File: src/rtl/fifo_word_unpacker_if.sv
// Word-in / byte-out stream bundle for fifo_word_unpacker.
interface fifo_word_unpacker_if;
   localparam int unsigned WORD_W = 32;
   localparam int unsigned BYTE_W = 8;

   logic              in_valid;
   logic [WORD_W-1:0] in_data;
   logic              byte_valid;
   logic [BYTE_W-1:0] byte_data;
   logic              byte_last;
   logic              byte_ready;

   // Stream owner side: produces words, consumes bytes.
   modport master (
      output in_valid,
      output in_data,
      output byte_ready,
      input  byte_valid,
      input  byte_data,
      input  byte_last
   );

   // Unpacker side: consumes words, produces bytes.
   modport slave (
      input  in_valid,
      input  in_data,
      input  byte_ready,
      output byte_valid,
      output byte_data,
      output byte_last
   );
endinterface

File: src/rtl/fifo_word_unpacker.sv
// Buffers 32-bit words from an unstallable source and emits them LSB-first
// as a byte stream with valid/ready handshake, dropping words when full.
module fifo_word_unpacker #(
   parameter int unsigned DEPTH = 4
) (
   input  logic                    fifo_clk,
   input  logic                    fifo_rst_n,
   fifo_word_unpacker_if.slave     bus,
   output logic [$clog2(DEPTH):0]  buf_count,
   output logic                    buf_full,
   output logic                    overflow,
   input  logic                    ovf_clr,
   output logic [7:0]              drop_cnt
);

   localparam int unsigned PTR_W  = $clog2(DEPTH);
   localparam int unsigned CNT_W  = PTR_W + 1;
   localparam int unsigned WORD_W = 32;
   localparam int unsigned BYTE_W = 8;
   localparam int unsigned IDX_W  = 2;
   localparam int unsigned DROP_W = 8;

   localparam logic [CNT_W-1:0]  CNT_FULL = CNT_W'(DEPTH);
   localparam logic [IDX_W-1:0]  IDX_LAST = IDX_W'(3);
   localparam logic [DROP_W-1:0] DROP_MAX = {DROP_W{1'b1}};

   typedef enum logic {
      IDLE = 1'b0,
      SEND = 1'b1
   } state_t;

   state_t              state_q, state_nxt;
   logic [PTR_W-1:0]    wr_ptr_q;
   logic [PTR_W-1:0]    rd_ptr_q, rd_ptr_nxt;
   logic [IDX_W-1:0]    idx_q, idx_nxt;
   logic [CNT_W-1:0]    count_q, count_nxt;
   logic                full_q, full_nxt;
   logic                byte_valid_q, byte_valid_nxt;
   logic [BYTE_W-1:0]   byte_data_q, byte_data_nxt;
   logic                byte_last_q, byte_last_nxt;
   logic                ovf_q, ovf_nxt;
   logic [DROP_W-1:0]   drop_q, drop_nxt;
   logic [WORD_W-1:0]   mem [DEPTH];

   logic                accept;
   logic                drop;
   logic                xfer;
   logic                pop;
   logic                empty_after_pop;
   logic [WORD_W-1:0]   word_nxt;

   // Edge events: word accept/drop against the pre-update count, byte transfer and word pop.
   always_comb begin
      accept          = bus.in_valid && (count_q != CNT_FULL);
      drop            = bus.in_valid && (count_q == CNT_FULL);
      xfer            = byte_valid_q && bus.byte_ready;
      pop             = xfer && (idx_q == IDX_LAST);
      empty_after_pop = (count_q == CNT_W'(pop));
   end

   // Next-state, pointer, occupancy and presented-byte logic.
   always_comb begin
      state_nxt      = state_q;
      idx_nxt        = idx_q;
      rd_ptr_nxt     = rd_ptr_q;
      count_nxt      = count_q;
      word_nxt       = '0;
      byte_valid_nxt = 1'b0;
      byte_data_nxt  = '0;
      byte_last_nxt  = 1'b0;

      if (accept && !pop) begin
         count_nxt = count_q + CNT_W'(1);
      end else if (pop && !accept) begin
         count_nxt = count_q - CNT_W'(1);
      end

      unique case (state_q)
         IDLE: begin
            if (accept) begin
               state_nxt = SEND;
            end
         end
         SEND: begin
            if (xfer) begin
               idx_nxt = idx_q + IDX_W'(1);
            end
            if (pop) begin
               rd_ptr_nxt = rd_ptr_q + PTR_W'(1);
               if (count_nxt == '0) begin
                  state_nxt = IDLE;
               end
            end
         end
         default: state_nxt = IDLE;
      endcase

      full_nxt = (count_nxt == CNT_FULL);

      // A word landing in an otherwise empty buffer is bypassed, since memory is written on this same edge.
      word_nxt       = (accept && empty_after_pop) ? bus.in_data : mem[rd_ptr_nxt];
      byte_valid_nxt = (state_nxt == SEND);
      if (byte_valid_nxt) begin
         byte_data_nxt = word_nxt[{idx_nxt, 3'b000} +: BYTE_W];
         byte_last_nxt = (idx_nxt == IDX_LAST);
      end
   end

   // Sticky overflow and saturating drop counter; a drop beats a same-edge clear.
   always_comb begin
      ovf_nxt  = ovf_q;
      drop_nxt = drop_q;
      if (drop) begin
         ovf_nxt  = 1'b1;
         drop_nxt = ovf_clr ? DROP_W'(1)
                            : ((drop_q == DROP_MAX) ? drop_q : drop_q + DROP_W'(1));
      end else if (ovf_clr) begin
         ovf_nxt  = 1'b0;
         drop_nxt = '0;
      end
   end

   // FSM state register.
   always_ff @(posedge fifo_clk or negedge fifo_rst_n) begin
      if (!fifo_rst_n) begin
         state_q <= IDLE;
      end else begin
         state_q <= state_nxt;
      end
   end

   // Pointers, index, occupancy, status and registered byte outputs.
   always_ff @(posedge fifo_clk or negedge fifo_rst_n) begin
      if (!fifo_rst_n) begin
         wr_ptr_q     <= '0;
         rd_ptr_q     <= '0;
         idx_q        <= '0;
         count_q      <= '0;
         full_q       <= 1'b0;
         byte_valid_q <= 1'b0;
         byte_data_q  <= '0;
         byte_last_q  <= 1'b0;
         ovf_q        <= 1'b0;
         drop_q       <= '0;
      end else begin
         if (accept) begin
            wr_ptr_q <= wr_ptr_q + PTR_W'(1);
         end
         rd_ptr_q     <= rd_ptr_nxt;
         idx_q        <= idx_nxt;
         count_q      <= count_nxt;
         full_q       <= full_nxt;
         byte_valid_q <= byte_valid_nxt;
         byte_data_q  <= byte_data_nxt;
         byte_last_q  <= byte_last_nxt;
         ovf_q        <= ovf_nxt;
         drop_q       <= drop_nxt;
      end
   end

   // Word storage; not reset, only read once written.
   always_ff @(posedge fifo_clk) begin
      if (accept) begin
         mem[wr_ptr_q] <= bus.in_data;
      end
   end

   assign bus.byte_valid = byte_valid_q;
   assign bus.byte_data  = byte_data_q;
   assign bus.byte_last  = byte_last_q;
   assign buf_count      = count_q;
   assign buf_full       = full_q;
   assign overflow       = ovf_q;
   assign drop_cnt       = drop_q;

endmodule

File: src/flat_wrapper.sv
// flat-port wrapper written by rule: the top's interface ports become plain ports
module fifo_word_unpacker_flat 
#(
   parameter int unsigned DEPTH = 4
)
  (fifo_clk, fifo_rst_n, buf_count, buf_full, overflow, ovf_clr, drop_cnt, bus_in_valid, bus_in_data, bus_byte_ready, bus_byte_valid, bus_byte_data, bus_byte_last);
  fifo_word_unpacker_if bus_i ();
  input  logic fifo_clk;
  input  logic fifo_rst_n;
  output logic [$clog2(DEPTH):0] buf_count;
  output logic buf_full;
  output logic overflow;
  input  logic ovf_clr;
  output logic [7:0] drop_cnt;
  input wire logic [$bits(bus_i.in_valid)-1:0] bus_in_valid;
  input wire logic [$bits(bus_i.in_data)-1:0] bus_in_data;
  input wire logic [$bits(bus_i.byte_ready)-1:0] bus_byte_ready;
  output wire logic [$bits(bus_i.byte_valid)-1:0] bus_byte_valid;
  output wire logic [$bits(bus_i.byte_data)-1:0] bus_byte_data;
  output wire logic [$bits(bus_i.byte_last)-1:0] bus_byte_last;
  assign bus_i.in_valid = bus_in_valid;
  assign bus_i.in_data = bus_in_data;
  assign bus_i.byte_ready = bus_byte_ready;
  assign bus_byte_valid = bus_i.byte_valid;
  assign bus_byte_data = bus_i.byte_data;
  assign bus_byte_last = bus_i.byte_last;
  fifo_word_unpacker #(.DEPTH(DEPTH)) u_core (.fifo_clk(fifo_clk), .fifo_rst_n(fifo_rst_n), .bus(bus_i), .buf_count(buf_count), .buf_full(buf_full), .overflow(overflow), .ovf_clr(ovf_clr), .drop_cnt(drop_cnt));
endmodule
File: config.mk
export PLATFORM = sky130hd
export DESIGN_NAME = fifo_word_unpacker_flat
export DESIGN_NICKNAME = d
export VERILOG_FILES = /design/src/rtl/fifo_word_unpacker_if.sv /design/src/rtl/fifo_word_unpacker.sv /design/src/flat_wrapper.sv
export SDC_FILE = /design/constraint.sdc
export NUM_CORES = 1
export LEC_CHECK = 0
export ABC_AREA = 0
export CAP_MARGIN = 20
export CORE_MARGIN = 4
export CORE_UTILIZATION = 35
export DETAILED_ROUTE_END_ITERATION = 10
export GPL_TIMING_DRIVEN = 0
export PLACE_DENSITY = 0.5
export SYNTH_ARGS = -nofsm -noshare
export SYNTH_HDL_FRONTEND = slang
export SYNTH_SLANG_ARGS = --single-unit
File: constraint.sdc
create_clock -name fifo_clk -period 3.23 [get_ports fifo_clk]
set_input_delay 0.646 -clock fifo_clk [delete_from_list [all_inputs] [get_ports fifo_clk]]
set_output_delay 0.646 -clock fifo_clk [all_outputs]
set_load 0.05 [all_outputs]
After elaboration in Yosys (flattened, before gate mapping)
Memory sizes are Yosys's and may differ from the RTL's.
Index checks and enable logic that the tools add are counted.
{ "op_classes": {"add_sub_neg": 6, "n_eq_ne": 8, "shift": 1, "mux": 20, "bitwise_logic": 1, "n_reduce_logical": 12} }
{ "op_table": {"columns": ["operator", "count"], "rows": [
  ["2-to-1 mux 8 bit", 5],
  ["2-to-1 mux 32 bit", 1],
  ["indexed part select 32 x 6 -> 8 bit", 1],
  ["adder 8 x 1 -> 8 bit (second input constant)", 1],
  ["== test 8 bit (second input constant)", 1],
  ["2-to-1 mux 2 bit", 4],
  ["logical AND 1 bit", 7],
  ["2-to-1 mux 1 bit", 7],
  ["adder 2 x 1 -> 2 bit (second input constant)", 3],
  ["== test 3 bit (second input constant)", 2],
  ["2-to-1 mux 3 bit", 2],
  ["== test 2 bit (second input constant)", 2],
  ["adder 3 x 1 -> 3 bit (second input constant)", 1],
  ["== test 3 x 1 -> 1 bit", 1],
  ["logical NOT 3 bit", 1],
  ["inequality test 3 bit (second input constant)", 1],
  ["subtractor 3 x 1 -> 3 bit (second input constant)", 1],
  ["logical NOT 1 bit", 2],
  ["inequality test 2 bit (second input constant)", 1],
  ["case mux 1 bit (2 select lines)", 1],
  ["AND reduction 2 bit", 1],
  ["nonzero test 2 bit", 1],
  ["inverter 1 bit", 1]
]} }
{ "totals": {"register_bits": 29, "ramBits": 128, "inputBits": 37, "out_inout_bits": 23, "wordCells": 59, "mem_count": 1} }
{ "mem_list": {"columns": ["name", "words", "word_bits", "read_ports", "rd_clocked_by_memory_dff", "wr", "line_no", "text"], "rows": [
  ["u_core.mem", 4, 32, 1, 0, 1, "fifo_word_unpacker.sv:43", "logic [WORD_W-1:0] mem [DEPTH];"]
]} }

Depth between registers and ports, before layout
{ "logic_depth": {"word_depth": 11, "depth_mapped": 10, "ltp_nobuf": 8} }

Worst setup path after synthesis
No wires, ideal clock.
{ "synth_path": {"path_type": "reg-to-reg", "from": "register u_core.count_q[0] (netlist: u_core.buf_count[0])", "to": "memory u_core.mem[0][0], enable pin", "setup_ps": 392, "arrival_time_ps": 2626, "required_ps": 2838, "setup_slack_ps": 212, "path_stages_with_launch": 6, "n_path_buf": 1, "synth_period_minus_slack_ps": 3018, "path_cell_list": "dfrtp_1 > inv_1 > ha_1 > a21boi_0 > clkbuf_1 > and2_1"} }
{ "synth_via": {"elab_chain_len": 4} }
{ "synth_lines": {"columns": ["item", "line_no", "text"], "rows": [
  ["start, declared", "fifo_word_unpacker.sv:36", "logic [CNT_W-1:0] count_q, count_nxt;"],
  ["start signal, assigned", "fifo_word_unpacker.sv:151", "count_q <= count_nxt;"],
  ["inequality test 3 bit", "fifo_word_unpacker.sv:54", "accept = bus.in_valid && (count_q != CNT_FULL);"],
  ["logical AND 1 bit", "fifo_word_unpacker.sv:54", null],
  ["2-to-1 mux 1 bit", "fifo_word_unpacker.sv:163", "if (accept) begin"],
  ["2-to-1 mux 1 bit (implied by the code)", "fifo_word_unpacker.sv:164", "mem[wr_ptr_q] <= bus.in_data;"],
  ["end, declared", "fifo_word_unpacker.sv:43", null]
]} }
No other way between the ends.

Final worst setup path
{ "layout_path": {"from": "input port bus_byte_ready", "to": "register u_core.byte_data_q[4] (netlist: u_core.bus.byte_data[4])"} }
{ "layout_via": {"elab_chain_len": 10, "word_cells_on_any_way": 21, "cone_classes": "eq/ne: 1; shift: 1; mux: 11; reduce/logical: 7; memory: 1"} }
{ "layout_lines": {"columns": ["item", "line_no", "text"], "rows": [
  ["start, declared", "flat_wrapper.sv:17", "input wire logic [$bits(bus_i.byte_ready)-1:0] bus_byte_ready;"],
  ["logical AND 1 bit *", "fifo_word_unpacker.sv:56", "xfer = byte_valid_q && bus.byte_ready;"],
  ["branches (longest 8 deep; another with memory read (4 x 32 bit))", null, null],
  ["2-to-1 mux 8 bit *", "fifo_word_unpacker.sv:103", "if (byte_valid_nxt) begin"],
  ["named net u_core.byte_data_nxt[4]", "fifo_word_unpacker.sv:39", "logic [BYTE_W-1:0] byte_data_q, byte_data_nxt;"],
  ["end signal, assigned", "fifo_word_unpacker.sv:154", "byte_data_q <= byte_data_nxt;"],
  ["end, declared", "fifo_word_unpacker.sv:39", null]
]} }
Mark *: on every way through the listed nets, which the timed path passes.
A chain may end at the register's enable or synchronous reset.

==> impl_metrics.py <==
metrics = {
    "outcome": {
        "violations": "design-rule violations",
        "outcome": "finished with violations",
    },
    "layout": {
        "design_area_sq_mm": 0.00933,
        "drive_gt1_share_pct": 14.7,
        "layout_commonest_cell": "edfxtp_1",
        "areaGrowthSynthToFinish_pct": 21.5,
        "layout_common_cells": "128 x edfxtp_1, 91 x nand2_1, 57 x clkdlybuf4s50_1",
        "layout.nets": 787,
        "num_antenna_cells": 0,
    },
    "synth": {
        "synth_top_family_by_area": "compound AO/OA/AOI/OAI gates",
        "seq_area_frac_synth_pct": 59.5,
        "synthXorXnorAreaFrac_pct": 1.74,
        "ys_top_cells_by_area": "edfxtp_1 50%, dfrtp_1 9.5%, nand2_1 4.4%, mux2_2 2.3%, a211oi_1 2.2%",
        "synthAdderAreaFrac_pct": 1.47,
        "synth-simple-area-share_pct": 13.5,
        "synth_warnings": 0,
        "synth_area_per_cell_sq_um": 11.7,
        "synth_seq_cells": 157,
        "yosysUniqueCellTypes": 51,
        "synth_area_sq_mm": 0.00768,
        "synth_top_area_share_pct": 50.1,
        "synth.largest_area_cell": "edfxtp_1",
        "netlist_instances": 657,
        "synth.area.mux_share_pct": 4.92,
        "synth-compound-area-share_pct": 14.9,
        "synth_fp_nets": 703,
        "synth_edf_count": 128,
        "synthArstFlopShare_pct": 18.5,
        "ys.flop_type": "edfxtp_1",
    },
    "power_and_ir_drop": {
        "p_total_mw": 9.56,
        "p_int_mw": 5.43,
        "netSwitchingFraction_pct": 43.2,
        "switchingPower_mw": 4.13,
        "p_comb_share_pct": 48.0,
        "seq_power_share_pct": 30.7,
        "power.density_mw_per_mm2": 1030,
        "irDropWorstVdd_uv": 580,
        "leakage_nw": 3.27,
        "p_clk_share_pct": 21.3,
    },
    "global_route": {
        "grtUsageTotal_pct": 20.3,
        "antenna_found_initial": 1,
        "grt_max_degree": 30,
        "grt-ovfl-total": 0,
        "grt_pass1_vias": 6088,
        "grt_pass1_wl_mm": 37.1,
    },
    "timing": {
        "finalHoldViolCount": 0,
        "worstMarginPinSlew_ps": 813,
        "rsz0062_at_grt": "false",
        "drv_slew": 0,
        "setup_ws_ps": 46.4,
        "timing.slew.headroom_pct": 45.8,
        "fmax_mhz": 314,
        "post-route-period-util_pct": 98.6,
        "holdWs_ps": 301,
        "finalSetupViolations": 0,
        "skew_ps": 9.83,
        "finalCriticalPeriod_ps": 3180,
    },
    "worst_setup_path": {
        "crit_slowest_cell": "a2111oi_0",
        "worstPathCellList": "clkdlybuf4s50_1 -> buf_4 -> and3_1 -> buf_4 -> nor2_1 -> a221oi_1 -> a21oi_1 -> a2111oi_0 -> o31ai_1",
        "critPathMaxStageDelay_ps": 710,
        "startpoint_type": "primary input",
        "crit_type": "in2reg",
        "crit_fanout": 10,
        "crit_path_end_kind": "flop",
        "critical-path-top-delay-family": "compound AO/OA/AOI/OAI gates",
        "critPathRequiredTime_ps": 3510,
        "arrival_ps": 3460,
        "cp_common_cell": "buf_4",
        "critical_path_buf_inv_count": 3,
    },
    "route": {
        "drt-wirelength-per-cell_um": 24.1,
        "detail-route-antenna-nets": 0,
        "drt-total-wl_mm": 24.8,
        "drt_iter0_markers": 692,
        "drc": 1,
        "viasPerCell": 6.00,
        "first_pass_iters": 8,
        "vias": 6177,
    },
    "die": {
        "fp.dieH_um": 156,
        "fp.dieW_um": 156,
        "fp.coreArea_sq_mm": 0.0213,
        "fp.dieArea_sq_mm": 0.0244,
        "rows": 53,
        "boundaryPins": 60,
        "initial_utilization_pct": 36.1,
    },
    "cts": {
        "clk_path_buf_depth": 2,
        "clkTransAtPathRegs_ps": 70,
        "cts_tree": "yes",
        "clock-sinks": 157,
        "cts-buffers-inserted": 17,
        "cts_max_level": 4,
        "ctsRootBufferMaster": "clkbuf_16",
        "worst_skew_pair.late_latency_ps": 440,
    },
    "worst_hold_path": {
        "worstHoldPathType": "in2async",
    },
    "placed_design": {
        "dp_slack_ps": -379,
        "numPortBuffers": 58,
        "place_area_sq_mm": 0.00869,
        "hpwl_mm": 16.3,
        "globalplace.congestion": 0.891,
    },
    "job": {
        "maxCapViolations": 0,
    },
}
state kept, by name (all words and copies together) (netlist names), 2 cells and up:
| register | flops |
|---|---|
| u_core.mem | 128 |
| u_core.bus.byte_data | 8 |
| u_core.drop_cnt | 8 |
| u_core.buf_count | 3 |
| u_core.idx_q | 2 |
| u_core.rd_ptr_q | 2 |
| u_core.wr_ptr_q | 2 |
worst register-to-register path, delay by kind of cell, from the launching register on:
family          cells  cell delay (ps)
compound gates      3             1020
buf+inv             3              890
simple gates        2              410
flops               1              360
fa+ha+maj           1              220
final timing paths:
kind | cells after the start | start | endpoint | slack [ps]
setup / recovery | 9 | bus_byte_ready | u_core.bus.byte_data[4]$_DFF_PN0_ | 50
hold / removal | 1 | fifo_rst_n | u_core.wr_ptr_q[1]$_DFFE_PN0P_ | 300
setup reg to reg | 9 | u_core.idx_q[0]$_DFF_PN0_ | u_core.bus.byte_data[4]$_DFF_PN0_ | 180
hold reg to reg | 1 | u_core.drop_cnt[6]$_DFFE_PN0P_ | u_core.drop_cnt[6]$_DFFE_PN0P_ | 510
max in group asynchronous | 1 | fifo_rst_n | u_core.bus.byte_data[1]$_DFF_PN0_ | 2410
min in group fifo_clk | 1 | u_core.drop_cnt[6]$_DFFE_PN0P_ | u_core.drop_cnt[6]$_DFFE_PN0P_ | 510
through the flow:
step	util (%)	setup TNS (ps)	std cells
CTS	43.6	0	1026
global placement	40.4	-107980	990
floorplan	-	0	657
finish	43.8	0	1029
detailed placement	40.8	-2220	994
global route	43.8	0	1029
cells in the mapped netlist (5+ instances only):
cell         n
o21ai_0     25
buf_2       20
o31ai_1     11
buf_4        5
mux4_2       7
nand3_1     11
nor2_1      45
a21oi_1     24
a22oi_1      7
nor4_1       7
nand4_1     10
or3_1       22
and3_1       5
and2_1       6
xor2_1       7
dfrtp_1     29
mux2_2      16
ha_1         9
a221oi_1     9
a311oi_1     7
nor3_1      15
a211oi_1    23
inv_1       17
o311ai_0     7
nand2_1     91
clkbuf_1    24
edfxtp_1   128
a31o_2       8
a31oi_1     11
a2111oi_0    7
o221ai_1     9
power groups by stage:
stage                     clock (mW)  sequential [mW]  combinational (mW)
after floorplan                    0             3.23                2.50
after global placement             0             2.98                4.32
final                           2.03             2.94                4.59
after CTS                       2.05             2.93                4.47
after detailed placement           0             2.97                4.43
after global routing            2.15             2.98                4.87
kinds of logic after synthesis:
kind of cell / count (synthesis)
and+or+nand+nor: 224
AOI/OAI and AO/OA: 160
DFF: 157
buffers and inverters: 69
muxes: 27
xor gates and xnor gates: 11
adders and majority gates: 9
area by class of cell:
cell class	instances	area, sq um
clock inverters	14	159
repair buffers	66	693
clock buffers	18	429
fillers	1961	12000
flip-flops and latches	157	4570
multi-input cells	431	2830
inverters	17	63.8
well taps	275	344
plain buffers	51	239
metal layers:
layer	track usage [%]	up-vias	routed length (um)
met2	32.2	350	11500
met4	7.77	2	716
met1	27.3	3076	10600
met5	0	-	46
met3	4.77	73	2000
li1	-	2676	-
repair_timing:
item,in CTS,in global routing
hold endpoints to repair,0,0
hold buffers,0,0
pin swaps,0,1
buffers inserted,0,4
gates resized for setup,2,6
endpoints found under the setup margin,2,8
(Power assumes the default switching activity.)
==> variant 1 (same settings) <==
`WORD_W` is set to 32 in 2 places; all go to 64.
--- a/src/rtl/fifo_word_unpacker_if.sv
+++ b/src/rtl/fifo_word_unpacker_if.sv
@@ -1,6 +1,6 @@
 // Word-in / byte-out stream bundle for fifo_word_unpacker.
 interface fifo_word_unpacker_if;
-   localparam int unsigned WORD_W = 32;
+   localparam int unsigned WORD_W = 64;
    localparam int unsigned BYTE_W = 8;
 
    logic              in_valid;
--- a/src/rtl/fifo_word_unpacker.sv
+++ b/src/rtl/fifo_word_unpacker.sv
@@ -15,7 +15,7 @@
 
    localparam int unsigned PTR_W  = $clog2(DEPTH);
    localparam int unsigned CNT_W  = PTR_W + 1;
-   localparam int unsigned WORD_W = 32;
+   localparam int unsigned WORD_W = 64;
    localparam int unsigned BYTE_W = 8;
    localparam int unsigned IDX_W  = 2;
    localparam int unsigned DROP_W = 8;
Interface: changed (resized bus_in_data); port bits go from 60 to 92. The function was not compared with the original's and may differ.
==> variant 1 against the original RTL <==
Maximum frequency is 7.7% higher; worst setup slack improved by 230 ps; critical path type unchanged; synthesized area decreased by 1.2%; routed wire length down 14%; largest cell class unchanged; clock power down 2%; power down 8.7%; sequential cell count did not move; synthesized cell count is 7.5% lower; cell area decreased by 1.6%.
==> variant 1: results (changes against the original RTL) <==
post-synthesis compound-gate area fraction -> 0.119 (-0.0301)
hpwl dp -> 14800 µm (-9.5%)
M1 GR Usage -> 0.242 (-0.0306)
Max FO, Critical Path -> 19 (+9)
sequential-to-total area share from yosys stat -> 0.602 (+0.00697)
syn avg cell area -> 12.5 µm² (+6.8%)
post-route clock skew -> 10.2 ps (+0.336 ps)
Total Routing Usage GR -> 0.181 (-0.0223)
Worst slew margin -> 0.490 (+0.0321)
Setup Slack @ Placement -> -311 ps (+68.1 ps)
status -> completed
r2r startpoint -> u_core.buf_count[0]
Syn Nets -> 686 (-2.4%)
initial antenna violation count -> 0 (-1)
post-synth cell types -> 61 (+20%)
XOR/XNOR share of the synthesized area -> 0.0165 (-0.000950)
Tcrit/Tclk final -> 0.915 (-0.0705)
Reg-to-Reg End -> u_core.bus.byte_data[3]
CP max stage cell -> clkdlybuf4s50_1
most instantiated cells after synthesis -> 128 x edfxtp_1, 100 x nand2_1, 31 x o21ai_0, 29 x dfrtp_1, 21 x nand3_1
met2 wire len -> 9990 µm (-13%)
final-stage net count -> 766 (-2.7%)
first-pass GRT wire length -> 32800 µm (-12%)
DRT iter0 DRCs -> 485 (-30%)
total wire length -> 21300 µm (-14%)
total power -> 8730 µW (-8.7%)
VDD IR max -> 0.000431 V (-26%)
layout cells sized above 1 -> 0.136 (-0.0117)
Initial DRT Pass Iterations -> 6 (-2)
Combinational Power Share -> 0.440 (-0.040)
GP Congestion -> 0.828 (-7.1%)
detailed-route via count -> 5434 (-12%)
DR top layer -> met4
Worst path max stage delay -> 650 ps (-60 ps)
R2R setup slack -> 390 ps (+210 ps)
Setup crit end -> u_core.bus.byte_data[1]
adder-cell area share of the yosys netlist -> 0.0148 (+0.000172)
vias in the first global route -> 5647 (-7.2%)
mux share of post-synthesis cell area -> 0.0714 (+0.0222)
grt met3 use -> 0.0339 (-0.0138)
cell depth of the worst flop-to-flop path -> 8 (-1)
hold_ws -> 293 ps (-8.32 ps)
Power Clock -> 1980 µW (-2%)
Metal-1 WL -> 9380 µm (-11%)
Largest delay share family, worst path -> buffers and inverters
met2 Use GR -> 0.293 (-0.0293)
met3 wire len -> 1330 µm (-34%)
Non-Filler Instances -> 976 (-5.2%)
CP arrival -> 3290 ps (-170 ps)
-- variant 1: cell count changes after synthesis, moves of 9 or more --
| cell | unedited run | this run |
|---|---|---|
| buf_6 | 0 | 9 |
| and2_1 | 6 | 18 |
| inv_1 | 17 | 6 |
| and3_1 | 5 | 20 |
| clkbuf_1 | 24 | 13 |
| o22ai_1 | 0 | 10 |
| mux2i_1 | 4 | 17 |
| nand2_1 | 91 | 100 |
| nor2_1 | 45 | 14 |
| buf_2 | 20 | 11 |
| nand3_1 | 11 | 21 |
| or3_1 | 22 | 2 |
-- variant 1: cell type report --
type / count / area [µm²]
well taps: 275 / 344
flip-flops and latches: 157 / 4570
plain buffers: 36 / 228
repair buffers: 62 / 656
clock inverters: 9 / 80.1
fillers: 1937 / 12000
clock buffers: 23 / 510
inverters: 9 / 33.8
multi-input cells: 405 / 2760
==> variant 2 (same flow settings) <==
Without the edit above. `byte_data_q` no longer has a reset.
--- a/src/rtl/fifo_word_unpacker.sv
+++ b/src/rtl/fifo_word_unpacker.sv
@@ -138,7 +138,6 @@
          count_q      <= '0;
          full_q       <= 1'b0;
          byte_valid_q <= 1'b0;
-         byte_data_q  <= '0;
          byte_last_q  <= 1'b0;
          ovf_q        <= 1'b0;
          drop_q       <= '0;
@@ -151,11 +150,14 @@
          count_q      <= count_nxt;
          full_q       <= full_nxt;
          byte_valid_q <= byte_valid_nxt;
-         byte_data_q  <= byte_data_nxt;
          byte_last_q  <= byte_last_nxt;
          ovf_q        <= ovf_nxt;
          drop_q       <= drop_nxt;
       end
+   end
+
+   always_ff @(posedge fifo_clk) begin
+      byte_data_q <= byte_data_nxt;
    end
 
    // Word storage; not reset, only read once written.
Formal check against the unedited RTL: not equivalent (Yosys sat finds a counterexample within 4 cycles, from zero or initial values and one cycle with fifo_rst_n low).
==> variant 2 against the original RTL <==
Maximum frequency rose by 2.6%; worst setup slack improved by 82 ps; first-iteration DRC count fell by 41%; global-route usage fell by 1.4 points; critical endpoint is now u_core.bus.byte_data[7]; power fell by 3.2%; combinational power fell by 2%; highest routed layer is now met4; sequential cell count did not move; cell area fell by 2.9%; die area fell by 2.6%; clock skew fell by 0.51 ps; clock power fell by 7%; synthesized area fell by 2.8%; routed wire length fell by 8.9%.
==> variant 2: results (changes against the original RTL) <==
r2r startpoint -> u_core.buf_count[0]
most instantiated cells after synthesis -> 128 x edfxtp_1, 51 x nand2_1, 29 x o21ai_0, 28 x a21oi_1, 25 x nand3_1
post-route clock skew -> 9.32 ps (-0.513 ps)
hpwl dp -> 15300 µm (-6.0%)
DR top layer -> met4
multi-input gates -> 357 (-17%)
total wire length -> 22600 µm (-8.9%)
DRT iter0 DRCs -> 408 (-41%)
post-synth cell types -> 69 (+35%)
Seq pwr share -> 0.309 (+0.002)
syn avg cell area -> 13.2 µm² (+13%)
VDD IR max -> 0.000568 V (-1.9%)
status -> completed
largest net degree at the start of global routing -> 22 (-27%)
Setup Slack @ Placement -> -366 ps (+12.9 ps)
Async S/R FF share, synth -> 0.134 (-0.0510)
multi-input combinational area share -> 0.297 (-0.00616)
Worst slew margin -> 0.298 (-0.160)
initial antenna violation count -> 0 (-1)
non-clk buf share -> 0.0995 (-0.000430)
Seq area share -> 0.500 (+0.0104)
Total Routing Usage GR -> 0.190 (-0.0138)
Leakage Power -> 0.00314 µW (-4.0%)
met2 wire len -> 10900 µm (-5.5%)
mux share of post-synthesis cell area -> 0.0985 (+0.0493)
Setup crit end -> u_core.bus.byte_data[7]
sequential-to-total area share from yosys stat -> 0.607 (+0.0115)
clkbuf count -> 24 (+6)
final-stage net count -> 695 (-12%)
ranking of synthesized cells by area -> edfxtp_1 51%, dfrtp_1 7.0%, mux4_2 6.6%, nand2_1 2.6%, dfxtp_1 2.1%
total power -> 9260 µW (-3.2%)
Initial DRT Pass Iterations -> 5 (-3)
DP Cell Count -> 904 (-9.1%)
Largest delay share family, worst path -> buffers and inverters
XOR/XNOR share of the synthesized area -> 0.0149 (-0.00252)
[variant 2: cell count changes after synthesis, sizes merged, moves of 12 or more]
cell,change
nor2,-26
mux4,+15
a211oi,-12
nand2,-40
or3,-20
nand3,+15
[variant 2: through the flow]
step,utilization,area [µm²]
detailed placement,0.404,8490
floorplan,-,7470
global placement,0.399,8390
CTS,0.430,9030
finish,0.431,9050
global route,0.431,9050
[variant 2: per-layer routing]
metal  track usage  up-vias
met1         0.256     2726
met3        0.0366       41
met4        0.0681        0
met5             0        -
met2         0.305      288
li1              -     2406
[variant 2: how the worst min path moves through the flow]
stage                    startpoint                   to  slack [ps]  cells past startpoint
floorplan                fifo_rst_n  u_core.buf_count[0]         350                      0
global route             fifo_rst_n   u_core.drop_cnt[6]         550                      1
finish                   fifo_rst_n   u_core.drop_cnt[6]         520                      1
global placement    u_core.overflow      u_core.overflow         530                      2
detailed placement  u_core.overflow      u_core.overflow         520                      2
CTS                 u_core.overflow      u_core.overflow         540                      2
